===== config.mk =====
export PLATFORM = sky130hd
export DESIGN_NAME = cam_ssram_writer
export DESIGN_NICKNAME = d
export VERILOG_FILES = /design/src/rtl/fs_bus_pkg.sv /design/src/rtl/fs_word_fifo.sv /design/src/rtl/cam_ssram_writer.sv
export SDC_FILE = /design/constraint.sdc
export NUM_CORES = 1
export LEC_CHECK = 0
export BUFFER_PORTS_ARGS = -buffer_cell sky130_fd_sc_hd__buf_2
export CAP_MARGIN = 5
export CORE_MARGIN = 4
export CORE_UTILIZATION = 40
export DETAILED_ROUTE_END_ITERATION = 6
export GPL_TIMING_DRIVEN = 0
export MAX_ROUTING_LAYER = met4
export PLACE_DENSITY = 0.53
export SYNTH_ARGS = -nofsm -noshare
export SYNTH_HDL_FRONTEND = slang
export SYNTH_SLANG_ARGS = --single-unit

===== constraint.sdc =====
create_clock -name clk -period 4.35 [get_ports clk]
set_clock_uncertainty 0.05 [all_clocks]
set_input_delay 0.87 -clock clk [delete_from_list [all_inputs] [get_ports clk]]
set_output_delay 0.87 -clock clk [all_outputs]
set_load 0.05 [all_outputs]

===== src/rtl/fs_bus_pkg.sv =====
// Shared definitions for the flash/SSRAM (FS) bus write path.
// Holds the writer FSM state encoding, FS bus data/byte-enable widths,
// byte-enable patterns and the idle (inactive) levels of the SSRAM strobes.
package fs_bus_pkg;

    typedef enum logic [1:0] {
        ST_IDLE,
        ST_REQ,
        ST_WRITE,
        ST_RELEASE
    } fs_state_t;

    localparam int unsigned FS_DATA_W = 32;
    localparam int unsigned FS_BE_W   = 4;

    localparam logic [FS_BE_W-1:0] BE_ALL_N  = 4'h0;
    localparam logic [FS_BE_W-1:0] BE_NONE_N = 4'hF;

    localparam logic ADSC_IDLE_N = 1'b1;
    localparam logic WE_IDLE_N   = 1'b1;
    localparam logic OE_IDLE_N   = 1'b1;

endpackage


===== src/rtl/fs_word_fifo.sv =====
// Synchronous first-word-fall-through FIFO of FS bus words.
// Ports:
//   clk, rst_n   - clock, asynchronous active-low reset
//   flush        - synchronous discard of all contents (wins over push/pop)
//   push, wdata  - write a word (ignored when full)
//   pop          - consume the head word (ignored when empty)
//   rdata        - head word, valid whenever empty is low
//   full, empty  - occupancy flags
//   count        - number of stored words
module fs_word_fifo
    import fs_bus_pkg::*;
#(
    parameter  int unsigned DEPTH = 16,
    localparam int unsigned AW    = $clog2(DEPTH)
) (
    input  logic                 clk,
    input  logic                 rst_n,
    input  logic                 flush,
    input  logic                 push,
    input  logic [FS_DATA_W-1:0] wdata,
    input  logic                 pop,
    output logic [FS_DATA_W-1:0] rdata,
    output logic                 full,
    output logic                 empty,
    output logic [AW:0]          count
);

    logic [FS_DATA_W-1:0] mem [DEPTH];
    logic [AW-1:0]        rd_ptr;
    logic [AW-1:0]        wr_ptr;
    logic                 do_push;
    logic                 do_pop;

    assign full    = (count == (AW+1)'(DEPTH));
    assign empty   = (count == '0);
    assign do_push = push && !full;
    assign do_pop  = pop && !empty;
    assign rdata   = mem[rd_ptr];

    always_ff @(posedge clk) begin
        if (do_push) begin
            mem[wr_ptr] <= wdata;
        end
    end

    always_ff @(posedge clk or negedge rst_n) begin
        if (!rst_n) begin
            rd_ptr <= '0;
            wr_ptr <= '0;
            count  <= '0;
        end else if (flush) begin
            rd_ptr <= '0;
            wr_ptr <= '0;
            count  <= '0;
        end else begin
            if (do_push) begin
                wr_ptr <= wr_ptr + AW'(1);
            end
            if (do_pop) begin
                rd_ptr <= rd_ptr + AW'(1);
            end
            case ({do_push, do_pop})
                2'b10:   count <= count + (AW+1)'(1);
                2'b01:   count <= count - (AW+1)'(1);
                default: count <= count;
            endcase
        end
    end

endmodule


===== src/rtl/cam_ssram_writer.sv =====
// Camera-to-SSRAM frame buffer write stage.
// Packs RGB565 pixel pairs into 32-bit words, queues them in a FIFO and
// bursts them into SSRAM as single-cycle ADSC_N-initiated writes while
// holding the shared FS bus via a req/gnt handshake.
// Ports:
//   clk, rst_n         - clock (SSRAM_CLK domain), async active-low reset
//   frame_start        - pulse: flush pending data, restart at BASE_ADDR
//   pix_valid/pix_data - pixel strobe and RGB565 value (cannot be stalled)
//   pix_ready          - room in the word FIFO
//   bus_req/bus_gnt    - shared FS bus arbitration
//   ssram_*            - SSRAM control, address, write data, DQ tri-state enable
//   frame_done         - pulse after the last word of a frame is written
//   overflow           - sticky: a pixel was dropped
module cam_ssram_writer
    import fs_bus_pkg::*;
#(
    parameter int unsigned ADDR_W      = 20,
    parameter int unsigned FIFO_DEPTH  = 16,
    parameter int unsigned BURST_MAX   = 8,
    parameter int unsigned FRAME_WORDS = 153600,
    parameter int unsigned BASE_ADDR   = 0
) (
    input  logic                 clk,
    input  logic                 rst_n,
    input  logic                 frame_start,
    input  logic                 pix_valid,
    input  logic [15:0]          pix_data,
    output logic                 pix_ready,
    output logic                 bus_req,
    input  logic                 bus_gnt,
    output logic                 ssram_adsc_n,
    output logic                 ssram_we_n,
    output logic                 ssram_oe_n,
    output logic [FS_BE_W-1:0]   ssram_be_n,
    output logic [ADDR_W-1:0]    ssram_addr,
    output logic [FS_DATA_W-1:0] ssram_dq_out,
    output logic                 ssram_dq_oe,
    output logic                 frame_done,
    output logic                 overflow
);

    localparam int unsigned CNT_W   = $clog2(FIFO_DEPTH) + 1;
    localparam int unsigned BURST_W = $clog2(BURST_MAX + 1);
    localparam logic [ADDR_W-1:0] FIRST_ADDR = ADDR_W'(BASE_ADDR);
    localparam logic [ADDR_W-1:0] LAST_ADDR  = ADDR_W'(BASE_ADDR + FRAME_WORDS - 1);

    fs_state_t            state;
    fs_state_t            state_nxt;
    logic                 half_valid;
    logic [15:0]          half_pix;
    logic                 accept;
    logic                 push;
    logic                 issue;
    logic                 fifo_full;
    logic                 fifo_empty;
    logic                 fifo_drains;
    logic                 last_in_burst;
    logic [CNT_W-1:0]     fifo_count;
    logic [FS_DATA_W-1:0] fifo_rdata;
    logic [ADDR_W-1:0]    wptr;
    logic [BURST_W-1:0]   burst_cnt;

    // A frame_start pixel is taken even when full: the flush frees the FIFO
    // in the same cycle and the pixel opens word 0 of the new frame.
    assign pix_ready = !fifo_full;
    assign accept    = pix_valid && (pix_ready || frame_start);
    assign push      = accept && half_valid && !frame_start;

    fs_word_fifo #(
        .DEPTH (FIFO_DEPTH)
    ) u_fifo (
        .clk   (clk),
        .rst_n (rst_n),
        .flush (frame_start),
        .push  (push),
        .wdata ({pix_data, half_pix}),
        .pop   (issue),
        .rdata (fifo_rdata),
        .full  (fifo_full),
        .empty (fifo_empty),
        .count (fifo_count)
    );

    // Pack register: low half of the word under construction.
    always_ff @(posedge clk or negedge rst_n) begin
        if (!rst_n) begin
            half_valid <= 1'b0;
            half_pix   <= '0;
            overflow   <= 1'b0;
        end else begin
            if (frame_start) begin
                half_valid <= accept;
                if (accept) begin
                    half_pix <= pix_data;
                end
            end else if (accept) begin
                half_valid <= !half_valid;
                if (!half_valid) begin
                    half_pix <= pix_data;
                end
            end
            if (pix_valid && !accept) begin
                overflow <= 1'b1;
            end
        end
    end

    // Write pointer, per-grant burst count and end-of-frame pulse.
    always_ff @(posedge clk or negedge rst_n) begin
        if (!rst_n) begin
            wptr       <= FIRST_ADDR;
            burst_cnt  <= '0;
            frame_done <= 1'b0;
        end else begin
            frame_done <= 1'b0;
            if (frame_start) begin
                wptr <= FIRST_ADDR;
            end else if (issue) begin
                if (wptr == LAST_ADDR) begin
                    wptr       <= FIRST_ADDR;
                    frame_done <= 1'b1;
                end else begin
                    wptr <= wptr + ADDR_W'(1);
                end
            end
            if (issue) begin
                burst_cnt <= burst_cnt + BURST_W'(1);
            end else if (state != ST_WRITE) begin
                burst_cnt <= '0;
            end
        end
    end

    always_ff @(posedge clk or negedge rst_n) begin
        if (!rst_n) begin
            state <= ST_IDLE;
        end else begin
            state <= state_nxt;
        end
    end

    // The FIFO is about to run dry when its last word leaves with no refill.
    assign fifo_drains   = (fifo_count == CNT_W'(1)) && !push;
    assign last_in_burst = (burst_cnt == BURST_W'(BURST_MAX - 1));

    always_comb begin
        state_nxt = state;
        case (state)
            ST_IDLE: begin
                if (!frame_start && !fifo_empty) begin
                    state_nxt = ST_REQ;
                end
            end
            ST_REQ: begin
                if (frame_start) begin
                    state_nxt = ST_RELEASE;
                end else if (bus_gnt) begin
                    state_nxt = ST_WRITE;
                end
            end
            ST_WRITE: begin
                if (frame_start) begin
                    state_nxt = ST_RELEASE;
                end else if (!bus_gnt) begin
                    state_nxt = ST_REQ;
                end else if (fifo_empty || last_in_burst || fifo_drains) begin
                    state_nxt = ST_RELEASE;
                end
            end
            default: begin
                state_nxt = ST_IDLE;
            end
        endcase
    end

    // Outputs are decoded from the state so an asynchronous reset drops the
    // strobes and the DQ drive immediately.
    always_comb begin
        bus_req = 1'b0;
        issue   = 1'b0;
        case (state)
            ST_REQ: begin
                bus_req = 1'b1;
            end
            ST_WRITE: begin
                bus_req = 1'b1;
                issue   = bus_gnt && !fifo_empty && !frame_start;
            end
            default: begin
            end
        endcase
        ssram_oe_n   = OE_IDLE_N;
        ssram_adsc_n = issue ? 1'b0 : ADSC_IDLE_N;
        ssram_we_n   = issue ? 1'b0 : WE_IDLE_N;
        ssram_be_n   = issue ? BE_ALL_N : BE_NONE_N;
        ssram_addr   = issue ? wptr : '0;
        ssram_dq_out = issue ? fifo_rdata : '0;
        ssram_dq_oe  = issue;
    end

endmodule


==> flow_summary.json, run 1 <==
{
  "synth_top_area_frac": 0.6765,
  "synth_fa_ha_area_frac": 0.008259,
  "ys.warnings.count": 0,
  "clk-insertion-delay-late_ns": 0.61,
  "most-common-layout-cells": "edfxtp_1, mux4_2, buf_2, mux2i_1, clkbuf_16",
  "cpPeakStageDelay_ns": 0.66,
  "ys_seq_elements": 570,
  "synthMuxAreaShare": 0.1644,
  "p_sw_frac": 0.2241,
  "avgSynthCellArea_sq_um": 19.95,
  "fp.dieW_microns": 246.4,
  "n_fill_cell": 4785,
  "port_buffers": 83,
  "ys_types": 57,
  "grt_pass1_vias": 12050,
  "p_int_mw": 9.223,
  "async_flop_share": 0.1018,
  "firstDrtPassIters": 4,
  "place.gp.congestion": 0.7859,
  "seqPwrFrac": 0.529,
  "grt.total_usage": 0.1862,
  "die_h_microns": 246.4,
  "synth_edf_count": 512,
  "cp_slowest_cell": "clkbuf_1",
  "synth_area_leaders": "edfxtp_1, mux4_2, dfrtp_1, mux2i_1, o22ai_1",
  "vias": 11470,
  "power_frac_comb": 0.066,
  "antenna_found_initial": 2,
  "drv_slew": 0,
  "synth_xor_area_frac": 0.005781,
  "crit_arrival_ns": 3.25,
  "required_ns": 3.43,
  "final_layout_size_suffix_gt1_frac": 0.2949,
  "fin_tns_setup_ns": 0,
  "cp_cell_sequence": "clkbuf_1, clkbuf_1, mux4_2, mux2i_1, o22ai_1, buf_2",
  "instances_no_fill": 2103,
  "synth_compound_area_frac": 0.02489,
  "end_kind": "output port",
  "drc": 0,
  "cts_made_buffers": 59,
  "hpwlAfterDp_microns": 33810,
  "finalSetupViolations": 0,
  "crit_type": "flop to output port",
  "wl_microns": 54050,
  "grt_max_degree": 59,
  "path_buf_inv": 3,
  "clockPowerShare": 0.405,
  "htreeDepth": 2,
  "rsz0062_at_grt": "no",
  "wl_per_cell_microns": 25.70,
  "synthCells": 1139,
  "finalPower_mw": 11.89,
  "regArea_sq_mm": 0.01683,
  "clock_sinks": 570,
  "cp_top_family": "buffers and inverters",
  "period_needed_ns": 4.167,
  "start_util": 0.4038,
  "finalHoldViolations": 0,
  "cts_tree": "yes",
  "crit_fanout": 10,
  "vias_per_cell": 5.456,
  "fmax_mhz": 240.0,
  "grt_pass1_wl_microns": 80620,
  "netlist_area_sq_mm": 0.02273,
  "final_common_cell": "edfxtp_1",
  "multi_input_area_sq_mm": 0.005550,
  "critPathLaunchType": "flop",
  "worst_pin_slew_ns": 1.024,
  "root_buffer": "clkbuf_16",
  "area_growth_pct": 15.83,
  "powerDensity_mw_per_mm2": 451.5,
  "synth-main-ff-cell": "edfxtp_1",
  "synth_top_family_by_area": "multiplexers",
  "die_area_sq_mm": 0.06069,
  "leakage_nw": 8.574,
  "max-vdd-ir-drop_v": 0.0003009,
  "outcome": "complete, no violations",
  "row_count": 87,
  "postCtsHoldBufs": 0,
  "post-route-period-util": 0.9579,
  "cap_viol_max_count": 0,
  "hold_path.class": "input port to asynchronous set/reset pin",
  "post_cts_buffers": 0,
  "drtAntennaViolNets": 0,
  "clk_path_buf_depth": 3,
  "path_clk_slew_ns": 0.06,
  "ios": 85,
  "synthSimpleGateAreaFrac": 0.03937,
  "synth_top_area_cell": "edfxtp_1",
  "netSwitchingPower_mw": 2.663,
  "synth-seq-area-share": 0.7404,
  "crit_top_cell": "clkbuf_1",
  "layout.nets": 1335,
  "overflow": 0,
  "place_inst": 1994,
  "design.core.area_sq_mm": 0.05628,
  "syn_nets": 1175,
  "slew_headroom": 0.3174,
  "drtIter0Drc": 848
}
[cell type report]
class	count	area share
Clock buffer	76	0.06008
Tap cell	756	0.03593
Buffer	66	0.01407
Antenna cell	1	0.00009506
Inverter	13	0.001949
Multi-Input combinational cell	490	0.2108
Timing Repair Buffer	99	0.02814
Sequential cell	570	0.6392
Clock inverter	32	0.009696
[metal layers]
metal	track usage	wire length, microns	up-vias
met4	0.03804	883	0
li1	-	-	5013
met1	0.2611	24460	6096
met3	0.03178	2698	62
met2	0.2921	26000	302
met5	-	0	-
[through the flow]
step                worst slack [ns]  hold slack [ns]  instance area, sq um  utilization
finish                        0.1831           0.2792                 26320       0.4678
CTS                         0.004258           0.2967                 26310       0.4674
global placement              0.1962           0.3990                 24090       0.4280
floorplan                     0.9599           0.4175                 22730            -
global route                 0.02528           0.3233                 26320       0.4678
detailed placement            0.3952           0.4075                 24430       0.4341
[power groups by stage]
stage / combinational, mW / clock, mW / sequential (mW)
after floorplan: 0.560 / 0 / 6.35
after global routing: 0.856 / 5.16 / 6.31
after CTS: 0.800 / 4.93 / 6.29
after detailed placement: 0.795 / 0 / 6.41
final: 0.784 / 4.81 / 6.29
after global placement: 0.783 / 0 / 6.40
[timing repair]
item,CTS,global route
gates resized for setup,16,13
pin swaps,0,0
endpoints found under the hold margin,0,0
endpoints found under the setup margin,19,18
[path summary, 6_finish.rpt]
kind / cells after the start / slack (ns) / from / end
worst max-delay path: 6 / 0.18 / u_fifo.rd_ptr[1] / ssram_dq_out[10]
max in group asynchronous: 1 / 3.43 / rst_n / half_pix[15]
worst max register to register: 8 / 1.41 / u_fifo.count[0] / u_fifo.mem[4][17]
worst min register to register: 1 / 0.42 / overflow / overflow
min in group clk: 1 / 0.42 / overflow / overflow
worst min-delay path: 1 / 0.28 / rst_n / wptr[16]
[registers in the layout, indices dropped and copies added (netlist names)]
signal / count
frame_done: 1
u_fifo.rd_ptr: 4
half_valid: 1
u_fifo.mem: 512
burst_cnt: 4
u_fifo.count: 5
u_fifo.wr_ptr: 4
wptr: 20
overflow: 1
state: 2
half_pix: 16
[cell families (layout without fill, tap and decap cells)]
logic type	count (synthesis)	in the layout
flops	570	570
mux	211	211
simple gates	162	162
compound gates	86	86
buf+inv	79	286
fa+ha+maj	15	15
xor+xnor	15	15
other cells	1	2
[cells in the mapped netlist, types with 2 or more instances]
| cell type | number |
|---|---|
| a211oi_1 | 6 |
| a21oi_1 | 12 |
| a31oi_1 | 3 |
| a41oi_1 | 3 |
| and2_1 | 17 |
| and3_1 | 23 |
| and4_1 | 8 |
| buf_1 | 6 |
| buf_2 | 23 |
| buf_4 | 8 |
| buf_6 | 3 |
| clkbuf_1 | 26 |
| dfrtp_1 | 58 |
| edfxtp_1 | 512 |
| ha_1 | 15 |
| inv_1 | 10 |
| mux2_2 | 18 |
| mux2i_1 | 65 |
| mux4_2 | 128 |
| nand2_1 | 36 |
| nand2b_1 | 2 |
| nand3_1 | 17 |
| nand3b_1 | 4 |
| nand4_1 | 9 |
| nor2_1 | 23 |
| nor2b_1 | 2 |
| nor3_1 | 7 |
| nor3b_1 | 2 |
| nor4_1 | 3 |
| o211ai_1 | 4 |
| o21ai_0 | 10 |
| o22ai_1 | 36 |
| o31ai_1 | 2 |
| or3_1 | 2 |
| xnor2_1 | 6 |
| xor2_1 | 9 |
No activity file was read; power rests on OpenSTA's default activity.
==> inputs of run 2 (changes only) <==
--- a/config.mk
+++ b/config.mk
@@ -7,9 +7,11 @@
 export LEC_CHECK = 0
 export BUFFER_PORTS_ARGS = -buffer_cell sky130_fd_sc_hd__buf_2
 export CAP_MARGIN = 5
+export CORE_ASPECT_RATIO = 2
 export CORE_MARGIN = 4
 export CORE_UTILIZATION = 40
 export DETAILED_ROUTE_END_ITERATION = 6
+export GPL_ROUTABILITY_DRIVEN = 0
 export GPL_TIMING_DRIVEN = 0
 export MAX_ROUTING_LAYER = met4
 export PLACE_DENSITY = 0.53
==> flow_summary.json, run 2 (synthesis results as in run 1) <==
{
  "post-route-period-util": 0.9698,
  "instances_no_fill": 2080,
  "vias_per_cell": 5.511,
  "largest_register_ffs": 512,
  "crit_type": "flop to output port",
  "finalPower_mw": 11.34,
  "final_layout_size_suffix_gt1_frac": 0.2927,
  "wl_microns": 57110,
  "cts_tree": "yes",
  "final_common_cell": "edfxtp_1",
  "hold_path.class": "input port to asynchronous set/reset pin",
  "antenna_found_initial": 1,
  "finalHoldViolations": 0,
  "regArea_sq_mm": 0.01683,
  "place_inst": 1988,
  "grt_max_degree": 59,
  "placed_area_sq_mm": 0.02442,
  "fin_tns_setup_ns": 0,
  "grt_pass1_vias": 12450,
  "rr_endpoint": "u_fifo.mem[8][0]",
  "slew_headroom": 0.2601,
  "clock_sinks": 570,
  "outcome": "complete, no violations",
  "period_needed_ns": 4.219,
  "powerDensity_mw_per_mm2": 435.8,
  "multi_input_area_sq_mm": 0.005554,
  "drv_slew": 0,
  "row_count": 123,
  "finalSetupViolations": 0,
  "drc": 0,
  "required_ns": 3.43,
  "cap_viol_max_count": 0,
  "crit_arrival_ns": 3.30,
  "root_buffer": "clkbuf_16",
  "start_util": 0.4035,
  "overflow": 0,
  "die_area_sq_mm": 0.06092,
  "post_cts_buffers": 0,
  "ios": 85,
  "worstReg2RegStart": "u_fifo.count[0]",
  "netSwitchingPower_mw": 2.604,
  "largest_registers": "u_fifo.mem: 512 flops, wptr: 20 flops, half_pix: 16 flops",
  "area_growth_pct": 14.46,
  "rr_worst_depth": 8,
  "critPathLaunchType": "flop",
  "most-common-layout-cells": "edfxtp_1, mux4_2, buf_2, mux2i_1, dfrtp_1",
  "die_h_microns": 345.1,
  "fmax_mhz": 237.0,
  "fp.dieW_microns": 176.5,
  "r2r_slack_ns": 1.36,
  "seqPwrFrac": 0.555,
  "p_sw_frac": 0.2297,
  "largest_register": "u_fifo.mem",
  "end_kind": "output port",
  "n_fill_cell": 4903,
  "htreeDepth": 2,
  "design_area_sq_mm": 0.02601,
  "postCtsHoldBufs": 0,
  "cts_made_buffers": 49,
  "clk_path_buf_depth": 3,
  "drtAntennaViolNets": 0,
  "worst_pin_slew_ns": 1.110,
  "drtIter0Drc": 771,
  "clockPowerShare": 0.374,
  "power_frac_comb": 0.071,
  "port_buffers": 83,
  "layout.nets": 1325,
  "timing.final.ws_setup_ns": 0.1312,
  "hpwlAfterDp_microns": 37480,
  "clk-insertion-delay-late_ns": 0.58,
  "vias": 11460,
  "path_clk_slew_ns": 0.07,
  "firstDrtPassIters": 5,
  "rsz0062_at_grt": "no",
  "wl_per_cell_microns": 27.46,
  "grt_pass1_wl_microns": 84120,
  "p_int_mw": 8.732,
  "leakage_nw": 8.410,
  "crit_fanout": 10,
  "design.core.area_sq_mm": 0.05633,
  "pre_cts_ws_ns": 0.3762,
  "grt.total_usage": 0.1945,
  "max-vdd-ir-drop_v": 0.0004167
}
[run 2: cell types whose count changed in the layout (fill, tap and decap cells not counted), sizes merged]
cell / before / now
clkinvlp: 0 / 3
buf: 135 / 130
clkbuf: 104 / 98
bufinv: 4 / 3
inv: 13 / 16
clkinv: 28 / 17
[run 2: per-stage QoR]
step / hold WS (ns) / utilization
floorplan: 0.4175 / -
global placement: 0.4007 / 0.4275
detailed placement: 0.4044 / 0.4336
CTS: 0.3449 / 0.4613
global route: 0.3711 / 0.4618
finish: 0.3343 / 0.4618
[run 2: worst max-delay path by stage]
| stage | to | depth (start not counted) | startpoint | slack (ns) |
|---|---|---|---|---|
| 5_1_grt | ssram_dq_out[4] | 5 | u_fifo.rd_ptr[3] | 0.008 |
| 3_3_place_gp | u_fifo.mem[5][16] | 6 | frame_start | 0.21 |
| 2_1_floorplan | ssram_dq_out[10] | 7 | frame_start | 0.96 |
| 4_1_cts | ssram_dq_out[27] | 5 | u_fifo.rd_ptr[3] | 0.005 |
| 6_report | ssram_dq_out[21] | 10 | u_fifo.count[0] | 0.13 |
| 3_5_place_dp | ssram_dq_out[20] | 9 | frame_start | 0.38 |
[run 2: repair_timing]
action,in CTS,in global routing
gates cloned,0,0
setup endpoints to repair,18,20
resized for setup,16,15
[run 2: power groups by stage]
stage / Clock (mW) / Sequential [mW] / Combinational [mW]
after global routing: 4.57 / 6.31 / 0.870
after floorplan: 0 / 6.35 / 0.560
after detailed placement: 0 / 6.42 / 0.817
after CTS: 4.35 / 6.30 / 0.820
final: 4.24 / 6.29 / 0.800
after global placement: 0 / 6.41 / 0.803
[run 2: critical path: stages (launching register included)]
cell and delay (ns):
dfrtp_1 0.44, inv_1 0.18, ha_1 0.21, or4b_1 0.49, buf_6 0.18, nand2_8 0.07
inv_4 0.08, nand2_1 0.30, buf_4 0.32, o22ai_1 0.18, buf_2 0.28
[run 2: metal layers]
layer  routed length [microns]  vias up  GRT usage
li1                          -     4962          -
met1                     20760     6128     0.2201
met2                     32890      287     0.3628
met3                      1989       85    0.02167
met4                      1469        0    0.05073
met5                         0        -          -
[run 2: cell type report]
class	count	area share
flip-flops and latches	570	0.6469
multi-input cells	490	0.2135
clock buffers	65	0.04983
well taps	750	0.03608
repair buffers	99	0.02867
plain buffers	66	0.01438
clock inverters	26	0.008562
inverters	13	0.001972
diodes	1	0.00009620
==> inputs of run 3 (changes only) <==
==> constraint.sdc (replaced) <==
create_clock -name clk -period 4.6 [get_ports clk]
set_clock_uncertainty 0.05 [all_clocks]
set_input_delay 0.92 -clock clk [delete_from_list [all_inputs] [get_ports clk]]
set_output_delay 0.92 -clock clk [all_outputs]
set_load 0.05 [all_outputs]
==> flow_summary.json, run 3 (synthesis results as in run 1) <==
{
  "final_common_cell": "edfxtp_1",
  "wl_microns": 57150,
  "required_ns": 3.63,
  "end_kind": "output port",
  "clk_path_buf_depth": 3,
  "instances_no_fill": 2080,
  "cap_viol_max_count": 0,
  "n_fill_cell": 4911,
  "drtAntennaViolNets": 0,
  "regArea_sq_mm": 0.01683,
  "clock_sinks": 570,
  "most-common-layout-cells": "edfxtp_1, mux4_2, buf_2, mux2i_1, dfrtp_1",
  "post-route-util": 0.4607,
  "final_layout_size_suffix_gt1_frac": 0.2844,
  "outcome": "complete, no violations",
  "row_count": 123,
  "leakage_nw": 8.372,
  "port_buffers": 83,
  "drc": 0,
  "rr_worst_depth": 8,
  "largest_registers": "u_fifo.mem: 512 flops, wptr: 20 flops, half_pix: 16 flops",
  "slew_headroom": 0.2251,
  "rr_endpoint": "u_fifo.mem[10][0]",
  "cp_cell_sequence": "clkbuf_1, buf_1, mux4_2, mux2i_1, o22ai_1, buf_2",
  "die_area_sq_mm": 0.06092,
  "pre_cts_ws_ns": 0.5262,
  "design.core.area_sq_mm": 0.05633,
  "drtIter0Drc": 802,
  "crit_type": "flop to output port",
  "cp_slowest_cell": "buf_1",
  "ios": 85,
  "finalHoldViolations": 0,
  "grt.total_usage": 0.1945,
  "vias": 11540,
  "place_inst": 1988,
  "cpPeakStageDelay_ns": 0.63,
  "finalSetupViolations": 0,
  "wl_per_cell_microns": 27.48,
  "largest_register": "u_fifo.mem",
  "fp.dieW_microns": 176.5,
  "fmax_mhz": 223.3,
  "finalPower_mw": 10.72,
  "worstReg2RegStart": "u_fifo.count[0]",
  "largest_register_ffs": 512,
  "hpwlAfterDp_microns": 37480,
  "multi_input_area_sq_mm": 0.005539,
  "crit_fanout": 10,
  "r2r_slack_ns": 1.60,
  "crit_arrival_ns": 3.51,
  "hold_path.class": "input port to asynchronous set/reset pin",
  "htreeDepth": 2,
  "cts_made_buffers": 49,
  "grt_pass1_vias": 12460,
  "die_h_microns": 345.1,
  "firstDrtPassIters": 6,
  "area_growth_pct": 14.19,
  "worst_pin_slew_ns": 1.162,
  "start_util": 0.4035,
  "rsz0062_at_grt": "no",
  "grt_pass1_wl_microns": 84120,
  "timing.final.ws_setup_ns": 0.1226,
  "powerDensity_mw_per_mm2": 413.0,
  "layout.nets": 1325,
  "vias_per_cell": 5.546,
  "critPathLaunchType": "flop",
  "antenna_found_initial": 1,
  "period_needed_ns": 4.477,
  "fin_tns_setup_ns": 0,
  "cts_tree": "yes",
  "clk-insertion-delay-late_ns": 0.58,
  "overflow": 0,
  "grt_max_degree": 59,
  "path_clk_slew_ns": 0.07,
  "post_cts_buffers": 0,
  "max-vdd-ir-drop_v": 0.0003942,
  "post-route-period-util": 0.9733,
  "drv_slew": 0,
  "root_buffer": "clkbuf_16"
}
[run 3: cell types whose count changed in the layout (fill, tap and decap cells not counted), sizes merged]
cell	delta
buf	+7
clkbuf	-5
clkdlybuf4s15	-2
[run 3: what timing repair did]
action,CTS,global route
gates resized for setup,1,9
gates cloned,0,0
endpoints found under the setup margin,1,3
hold buffers,0,0
[run 3: where the power goes]
part | switching [mW] | internal, mW
logic | 0.464 | 0.291
registers | 0.157 | 5.80
clock network | 1.84 | 2.17
total | 2.46 | 8.25
[run 3: stage by stage]
| stage | area (sq um) | hold slack, ns |
|---|---|---|
| 5_1_grt | 25950 | 0.4211 |
| 4_1_cts | 25940 | 0.3949 |
| 2_1_floorplan | 22730 | 0.4175 |
| 6_report | 25950 | 0.3856 |
| 3_3_place_gp | 24080 | 0.4007 |
| 3_5_place_dp | 24420 | 0.4044 |
[run 3: cell type report]
cell class / instances / share of cell area
clock inverter: 26 / 0.008582
tap: 750 / 0.03616
multi-input combinational: 490 / 0.2134
sequential: 570 / 0.6484
buffer: 66 / 0.01297
inverter: 13 / 0.001977
antenna: 1 / 0.00009643
timing repair buffer: 99 / 0.02845
clock buffer: 65 / 0.04995
[run 3: layer usage]
metal  vias up  GRT usage  routed length [microns]
met4         0    0.05137                     1480
met2       320     0.3625                    32890
met3        89    0.02167                     2249
met5         -          -                        0
met1      6164     0.2200                    20530
li1       4963          -                        -
[run 3: worst max path at each step]
stage                          start                end  slack, ns
floorplan                frame_start   ssram_dq_out[10]       1.11
global placement         frame_start  u_fifo.mem[5][16]       0.41
detailed placement       frame_start   ssram_dq_out[20]       0.53
CTS                 u_fifo.rd_ptr[1]   ssram_dq_out[27]       0.04
global route                state[0]   ssram_dq_out[20]       0.01
finish              u_fifo.rd_ptr[1]   ssram_dq_out[21]       0.12
[run 3: worst max-delay path: cells and delay by family (launching register included)]
kind	cells	cell delay, ns
AOI/OAI and AO/OA	1	0.26
DFF	1	0.48
buffers and inverters	3	1.40
muxes	2	0.81
